===== config.mk =====
export PLATFORM = sky130hd
export DESIGN_NAME = dma_priority_arbiter_flat
export DESIGN_NICKNAME = d
export VERILOG_FILES = /design/src/rtl/dma_pkg.sv /design/src/rtl/dma_priority_arbiter_if.sv /design/src/rtl/dma_prio_encoder.sv /design/src/rtl/dma_priority_arbiter.sv /design/src/flat_wrapper.sv
export SDC_FILE = /design/constraint.sdc
export NUM_CORES = 1
export LEC_CHECK = 0
export BUFFER_PORTS_ARGS = -buffer_cell sky130_fd_sc_hd__buf_2
export CAP_MARGIN = 20
export CELL_PAD_IN_SITES_DETAIL_PLACEMENT = 1
export CELL_PAD_IN_SITES_GLOBAL_PLACEMENT = 1
export CORE_AREA = 2 2 39 41
export CTS_CLUSTER_DIAMETER = 50
export DETAILED_ROUTE_END_ITERATION = 10
export DIE_AREA = 0 0 41 43
export PLACE_DENSITY_LB_ADDON = 0.1
export SETUP_SLACK_MARGIN = 0.5
export SLEW_MARGIN = 30
export SYNTH_ARGS = -nofsm -noshare
export SYNTH_HDL_FRONTEND = slang
export SYNTH_SLANG_ARGS = --single-unit

===== constraint.sdc =====
create_clock -name CLK -period 3.26 [get_ports CLK]
set_clock_uncertainty 0.15 [all_clocks]
set_input_delay 0.489 -clock CLK [delete_from_list [all_inputs] [get_ports CLK]]
set_output_delay 0.489 -clock CLK [all_outputs]
set_load 0.02 [all_outputs]

===== src/rtl/dma_pkg.sv =====
// Shared definitions for the DMA priority arbiter: FSM state encoding and default channel count.
package dma_pkg;

    localparam int NCH_DEFAULT = 4;

    typedef enum logic [1:0] {
        ST_IDLE    = 2'd0,
        ST_GRANT   = 2'd1,
        ST_RELEASE = 2'd2
    } arb_state_t;

endpackage


===== src/rtl/dma_priority_arbiter_if.sv =====
// Request/grant bundle between DMA requesters, the arbiter and the shared timing control.
interface dma_priority_arbiter_if
    import dma_pkg::*;
#(
    parameter int NCH = NCH_DEFAULT
);
    logic [NCH-1:0]         DREQ;
    logic [NCH-1:0]         MASK;
    logic                   ROTATE;
    logic                   HLDA;
    logic                   dack_in;
    logic                   svc_done;
    logic                   grant_valid;
    logic [$clog2(NCH)-1:0] grant_ch;
    logic [NCH-1:0]         DACK;
    logic                   busy;

    modport master (
        input  DREQ, MASK, ROTATE, HLDA, dack_in, svc_done,
        output grant_valid, grant_ch, DACK, busy
    );

    modport slave (
        output DREQ, MASK, ROTATE, HLDA, dack_in, svc_done,
        input  grant_valid, grant_ch, DACK, busy
    );

endinterface


===== src/rtl/dma_prio_encoder.sv =====
// Circular priority search: first set request bit at or after i_start, wrapping NCH-1 -> 0.
module dma_prio_encoder
    import dma_pkg::*;
#(
    parameter int NCH = NCH_DEFAULT
)
(
    input  logic [NCH-1:0]         i_req,
    input  logic [$clog2(NCH)-1:0] i_start,
    output logic [$clog2(NCH)-1:0] o_idx,
    output logic                   o_valid
);
    localparam int W = $clog2(NCH);

    // Scan from lowest to highest priority so the highest-priority hit is assigned last.
    always_comb begin
        int ch;
        ch      = 0;
        o_idx   = '0;
        o_valid = 1'b0;
        for (int k = NCH - 1; k >= 0; k--) begin
            ch = (int'(i_start) + k) % NCH;
            if (i_req[ch]) begin
                o_idx   = W'(ch);
                o_valid = 1'b1;
            end
        end
    end

endmodule


===== src/rtl/dma_priority_arbiter.sv =====
// DMA channel arbiter: IDLE/GRANT/RELEASE FSM with fixed or rotating priority.
// Rotating priority and the last-served register exist only when DMA_ARB_ROTATE_EN is defined.
module dma_priority_arbiter
    import dma_pkg::*;
#(
    parameter int NCH = NCH_DEFAULT
)
(
    input  logic                  CLK,
    input  logic                  RESET,
    dma_priority_arbiter_if.master bus
);
    localparam int W = $clog2(NCH);

    arb_state_t     r_state;
    arb_state_t     w_state_next;
    logic           r_grant_valid;
    logic           w_grant_valid_next;
    logic [W-1:0]   r_grant_ch;
    logic [W-1:0]   w_grant_ch_next;
    logic           r_busy;
    logic [NCH-1:0] w_req;
    logic [W-1:0]   w_start;
    logic [W-1:0]   w_win;
    logic           w_win_valid;
    logic [NCH-1:0] w_dack;

    assign w_req = bus.DREQ & ~bus.MASK;

`ifdef DMA_ARB_ROTATE_EN
    logic [W-1:0] r_last_ch;

    assign w_start = !bus.ROTATE                ? '0 :
                     (r_last_ch == W'(NCH - 1)) ? '0 :
                                                  r_last_ch + 1'b1;

    always_ff @(posedge CLK) begin
        if (RESET) begin
            r_last_ch <= W'(NCH - 1);
        end else if (r_state == ST_GRANT && bus.svc_done) begin
            r_last_ch <= r_grant_ch;
        end
    end
`else
    logic w_unused_rotate;

    assign w_unused_rotate = bus.ROTATE;
    assign w_start         = '0;
`endif

    dma_prio_encoder #(.NCH(NCH)) u_prio (
        .i_req   (w_req),
        .i_start (w_start),
        .o_idx   (w_win),
        .o_valid (w_win_valid)
    );

    // Completion is checked before cancel so a finished service always passes through RELEASE.
    always_comb begin
        w_state_next       = r_state;
        w_grant_valid_next = r_grant_valid;
        w_grant_ch_next    = r_grant_ch;
        unique case (r_state)
            ST_IDLE: begin
                if (w_win_valid) begin
                    w_state_next       = ST_GRANT;
                    w_grant_valid_next = 1'b1;
                    w_grant_ch_next    = w_win;
                end
            end
            ST_GRANT: begin
                if (bus.svc_done) begin
                    w_state_next       = ST_RELEASE;
                    w_grant_valid_next = 1'b0;
                end else if (!bus.HLDA && !bus.DREQ[r_grant_ch]) begin
                    w_state_next       = ST_IDLE;
                    w_grant_valid_next = 1'b0;
                end
            end
            ST_RELEASE: begin
                w_state_next = ST_IDLE;
            end
            default: begin
                w_state_next       = ST_IDLE;
                w_grant_valid_next = 1'b0;
            end
        endcase
    end

    always_ff @(posedge CLK) begin
        if (RESET) begin
            r_state       <= ST_IDLE;
            r_grant_valid <= 1'b0;
            r_grant_ch    <= '0;
            r_busy        <= 1'b0;
        end else begin
            r_state       <= w_state_next;
            r_grant_valid <= w_grant_valid_next;
            r_grant_ch    <= w_grant_ch_next;
            r_busy        <= (w_state_next != ST_IDLE);
        end
    end

    always_comb begin
        w_dack = '0;
        if (bus.dack_in && r_grant_valid) begin
            w_dack[r_grant_ch] = 1'b1;
        end
    end

    assign bus.grant_valid = r_grant_valid;
    assign bus.grant_ch    = r_grant_ch;
    assign bus.busy        = r_busy;
    assign bus.DACK        = w_dack;

endmodule


===== src/flat_wrapper.sv =====
// flat-port wrapper written by rule: the top's interface ports become plain ports
module dma_priority_arbiter_flat import dma_pkg::*;
#(
    parameter int NCH = NCH_DEFAULT
)
  (CLK, RESET, bus_DREQ, bus_MASK, bus_ROTATE, bus_HLDA, bus_dack_in, bus_svc_done, bus_grant_valid, bus_grant_ch, bus_DACK, bus_busy);
  dma_priority_arbiter_if #(.NCH(NCH)) bus_i ();
  input  logic CLK;
  input  logic RESET;
  input wire logic [$bits(bus_i.DREQ)-1:0] bus_DREQ;
  input wire logic [$bits(bus_i.MASK)-1:0] bus_MASK;
  input wire logic [$bits(bus_i.ROTATE)-1:0] bus_ROTATE;
  input wire logic [$bits(bus_i.HLDA)-1:0] bus_HLDA;
  input wire logic [$bits(bus_i.dack_in)-1:0] bus_dack_in;
  input wire logic [$bits(bus_i.svc_done)-1:0] bus_svc_done;
  output wire logic [$bits(bus_i.grant_valid)-1:0] bus_grant_valid;
  output wire logic [$bits(bus_i.grant_ch)-1:0] bus_grant_ch;
  output wire logic [$bits(bus_i.DACK)-1:0] bus_DACK;
  output wire logic [$bits(bus_i.busy)-1:0] bus_busy;
  assign bus_i.DREQ = bus_DREQ;
  assign bus_i.MASK = bus_MASK;
  assign bus_i.ROTATE = bus_ROTATE;
  assign bus_i.HLDA = bus_HLDA;
  assign bus_i.dack_in = bus_dack_in;
  assign bus_i.svc_done = bus_svc_done;
  assign bus_grant_valid = bus_i.grant_valid;
  assign bus_grant_ch = bus_i.grant_ch;
  assign bus_DACK = bus_i.DACK;
  assign bus_busy = bus_i.busy;
  dma_priority_arbiter #(.NCH(NCH)) u_core (.CLK(CLK), .RESET(RESET), .bus(bus_i));
endmodule

* Yosys cells after proc, flatten, opt, wreduce, memory -nomap -nowiden
Index checks and enable logic that the tools add are counted.
** Word-level totals
- Logic and storage cells :: 43
- Bits in registers :: 6
- Input port bits :: 14
- Output and inout bits :: 8
** Cells by class
- Reductions and logical operators :: 9
- Muxes and demuxes :: 21
- $lt $le $gt $ge :: 2
- Eq/ne operators :: 4
- Bitwise gates (word level) :: 3
** Operator list (number)
- 2-bit two-way mux :: 7
- 1-bit two-way mux :: 9
- 4-bit bitwise AND :: 1
- 4-bit two-way mux :: 1
- 4-bit NOT :: 1
- 2-bit one-hot mux with 2 select lines :: 1
- 1-bit logical AND :: 3
- 2-bit by 3-bit less-than comparator with 1-bit output (second input constant) :: 1
- 3-bit by 2-bit inequality test with 1-bit output (second input constant) :: 1
- 1-bit one-hot mux with 3 select lines :: 1
- 3-bit AND reduction :: 1
- 1-bit binary-select mux with 2-bit select :: 1
- 1-bit demux with 2-bit select :: 1
- 2-bit by 1-bit == test with 1-bit output (second input constant) :: 1
- 2-bit == test (second input constant) :: 1
- 2-bit by 1-bit >= comparator with 1-bit output (second input constant) :: 1
- 1-bit zero test :: 2
- 2-bit zero test :: 1
- 2-bit inequality test (second input constant) :: 1
- 2-bit AND reduction :: 1
- 2-bit nonzero test :: 1
- 1-bit NOT :: 1

* Logic depth before layout (Yosys ltp)
- Depth after elaboration :: 9
- Mapped depth :: 4
- Mapped depth without buffers :: 4

* By module
Synthesis repeated with hierarchy kept, for this count alone.
** Unflattened totals
- Cell total of the unflattened synthesis :: 53
- Area, all modules :: 417.9 µm²
** By module, submodules not included
- dma_priority_arbiter :: times used 1, cells an instance 40, sequential area each 120.1 µm², area an instance 340.3 µm²
- dma_prio_encoder :: times used 1, cells an instance 13, sequential area each 0.0 µm², area an instance 77.6 µm²

* Least setup slack after synthesis
Ideal clock, no wire load.
- Path type :: flip-flop to output port
- From :: register u_core.r_grant_valid (netlist: u_core.bus.grant_valid)
- To :: output port bus_DACK[1]
- Stages on the path, launching flop included :: 3
- Slack :: 1.500 ns
- Required time :: 2.621 ns
- Data arrival time :: 1.121 ns
- Buffers on the path :: 0
- Path through :: dfxtp_1 > nand2_1 > nor3b_1
** Between the ends
- Longest elaborated chain between the ends :: 2
** RTL lines
- from (decl) :: RTL line dma_priority_arbiter.sv:17 : logic r_grant_valid;
- from (signal assigned) :: RTL line dma_priority_arbiter.sv:98 : r_grant_valid <= w_grant_valid_next;
- 1-bit logical AND :: RTL line dma_priority_arbiter.sv:106 : if (bus.dack_in && r_grant_valid) begin
- 4-bit two-way mux :: RTL line dma_priority_arbiter.sv:106
- to (decl) :: RTL line flat_wrapper.sv:18 : output wire logic [$bits(bus_i.DACK)-1:0] bus_DACK;
Every way passes these cells.

* Final worst setup path
- From :: register u_core.r_grant_ch[0] (netlist: u_core.bus.grant_ch[0])
- To :: output port bus_DACK[3]
** Between the ends
- Longest elaborated chain between the ends :: 5
- Elaborated cells between the ends (all ways) :: 6
- Those cells by class :: order compare (2); mux (3); reduce/logical (1)
** RTL lines
- from (decl) :: RTL line dma_priority_arbiter.sv:19 : logic [W-1:0] r_grant_ch;
- from (signal assigned) :: RTL line dma_priority_arbiter.sv:99 : r_grant_ch <= w_grant_ch_next;
- 2-bit by 3-bit less-than comparator with 1-bit output (not written as such) or 2-bit by 1-bit >= comparator with 1-bit output (tied branches) :: RTL line dma_priority_arbiter.sv:107 : w_dack[r_grant_ch] = 1'b1;
- 1-bit logical AND (not written as such) :: RTL line dma_priority_arbiter.sv:107
- 1-bit two-way mux (not written as such) :: RTL line dma_priority_arbiter.sv:107
- 1-bit demux with 2-bit select * :: RTL line dma_priority_arbiter.sv:107
- 4-bit two-way mux * :: RTL line dma_priority_arbiter.sv:106
Mark *: on every way between the ends. The rest lies on a longest branch, timed or not.

==> out/qor.yml <==
grt_pass1_wl_mm: 1.545
grt_usage_pct: 13.52
outcome: "complete, no violations"
numCtsBuffers: 3
dp_cells: 74
grt_pass1_vias: 391
drive_gt1_share_pct: 44.26
end_kind: "output port"
clk_pin_slew_ns: 0.05
viasPerCell: 4.987
fin_cells: 77
period_share_pct: 53.33
path_class: "reg2out"
synthesis.area_um2: 336.6
ant_nets: 0
h-tree-depth: 1
ctsLongestPathBuffers: 2
stdcell_area_um2: 479.2
final_cell_mix: "20 x buf_2, 6 x dfxtp_1, 5 x nand2b_1, 5 x a21oi_1"
io_pins: 22
ir_worst_vdd_v: 0.0002147
ys_types: 18
grtUsageMet2_pct: 20.31
gp_congestion: 0.6031
syn2layout_area_growth_pct: 42.38
dpl_cell_area_um2: 456.7
r2r_slack_ns: 1.57
tritoncts: "yes"
finalCriticalPeriod_ns: 1.739
syn-num-nets: 52
worstMarginPinSlew_ns: 0.2387
diodes: 0
setup_viol_count_final: 0
final_max_slew_viol_count: 0
worstReg2RegEnd: "u_core.bus.grant_valid$_SDFFE_PP0P_"
insertion_delay_ns: 0.25
hold_class: "reg2reg"
synth_top_area_share_pct: 35.69
drc: 0
start_util_pct: 24.32
core_area_mm2: 0.001384
first_pass_iters: 4
dieArea_mm2: 0.001763
synth_edf_count: 0
critPathLaunch: "u_core.bus.grant_ch[0]$_SDFFE_PP0P_"
maxSlewHeadroom_pct: 84.06
syn_avg_cell_area_um2: 8.857
max_freq_mhz: 575.2
critPathLaunchType: "flip-flop"
hold_slack_ns: 0.3153
layout_setup_ws_ns: 1.521
clock_tree.root_cell: "clkbuf_4"
finalHoldViolCount: 0
synthCells: 38
met3_usage_pct: 9.424
ff2ff_path_depth: 4
fin_nets: 77
ys_warn_count: 0
tns_ns: 0
dp_slack_ns: 1.487
seq_area_frac_synth_pct: 35.69
post_cts_resized: 0
drt-wirelength-per-cell_um: 11.78
synthTopCellsByArea: "dfxtp_1 36%, nand2b_1 9.3%, mux4_1 7.8%"
p_per_area_mw_per_mm2: 443.3
hold_buffers: 0
synth-seq-cells: 6
cp_data_arrival_time_ns: 1.10
synth_top_area_cell: "dfxtp_1"
num_vias: 384
top_usage_layer: "met2"
postSynth.asyncResetShare_pct: 0
finalWirelength_um: 907
die_x_um: 41
antenna_found_initial: 0
fp.dieH_um: 43
crit-reg2reg-launch: "u_core.bus.grant_ch[0]$_SDFFE_PP0P_"
grt_start_max_net_pins: 8
portBuffers: 20
std_cell_rows: 14
post_cts_buffers: 0
layout_commonest_cell: "buf_2"
cp-endpoint: "bus_DACK[3]"
crit_required_ns: 2.62
p_leak_nw: 0.2308
maxCapViolCount: 0
synth_ff_type: "dfxtp_1"
worstPathMaxFanout: 7
grt_overflow: 0
dr.first_iter.drc_count: 4
clock_sinks: 6
rsz0062_at_grt: "false"
grtUsageMet1_pct: 14.71
==> synthesized netlist by cell type (all sizes together), types with 2 or more instances <==
| cell | number |
|---|---|
| a21oi | 5 |
| dfxtp | 6 |
| inv | 2 |
| nand2 | 2 |
| nand2b | 5 |
| nor2 | 2 |
| nor3 | 3 |
| nor3b | 2 |
| or3 | 2 |
==> sequential cells by signal (all words and copies together), names as in the netlist <==
register and flops:
u_core.bus.grant_ch 2, u_core.r_state 2, u_core.bus.busy 1, u_core.bus.grant_valid 1
==> where the power goes <==
group          switching (W)  internal, W   total, W
registers         0.00000708    0.0000811  0.0000882
logic              0.0000301    0.0000251  0.0000552
clock network      0.0000274    0.0000417  0.0000691
total              0.0000646     0.000148   0.000212
==> routing by layer <==
layer / part of all wire, % / wire [um] / vias up
met1: 40 / 365 / 179
met2: 49 / 444 / 13
li1: - / - / 189
met4: 1.4 / 13 / 0
met5: 0 / 0 / -
met3: 9.2 / 83 / 3
==> per-stage QoR <==
| stage | util (%) | power [W] |
|---|---|---|
| global placement | 33.00 | 0.0001453 |
| global route | 34.63 | 0.0002321 |
| finish | 34.63 | 0.0002124 |
| detailed placement | 33.00 | 0.0001457 |
| CTS | 34.63 | 0.0002180 |
| floorplan | - | 0.0001236 |
==> layout make-up <==
type / count / area [um2]
clock buffer: 3 / 22.52
timing repair buffer: 20 / 100.1
tap: 16 / 20.02
sequential: 6 / 120.1
inverter: 2 / 7.507
fill: 188 / 904.6
multi-input combinational: 30 / 209.0
==> worst min path at each step <==
stage | cells after the start | startpoint | to | slack [ns]
floorplan | 1 | u_core.r_state[0]$_SDFF_PP0_ | u_core.bus.grant_valid$_SDFFE_PP0P_ | 0.28
global placement | 1 | u_core.r_state[0]$_SDFF_PP0_ | u_core.bus.grant_valid$_SDFFE_PP0P_ | 0.32
detailed placement | 1 | u_core.r_state[0]$_SDFF_PP0_ | u_core.bus.grant_valid$_SDFFE_PP0P_ | 0.32
CTS | 1 | u_core.r_state[0]$_SDFF_PP0_ | u_core.bus.grant_valid$_SDFFE_PP0P_ | 0.32
global route | 2 | RESET | u_core.bus.grant_valid$_SDFFE_PP0P_ | 0.33
finish | 1 | u_core.r_state[0]$_SDFF_PP0_ | u_core.bus.grant_valid$_SDFFE_PP0P_ | 0.32
==> worst max-delay path: stages, from the launching register on <==
cell and delay [ns]:
dfxtp_1 0.44, and4_2 0.25, buf_2 0.16
==> cell families (layout without fill, tap and decap cells) <==
kind of cell	Yosys count	in the layout	share of synthesized area (%)
AO/OA/AOI/OAI	10	10	21.19
buffers and inverters	2	25	2.231
flip-flops	6	6	35.69
multiplexers	1	1	7.808
AND/OR/NAND/NOR	19	19	33.09
Power figures use the tool's default switching activity.
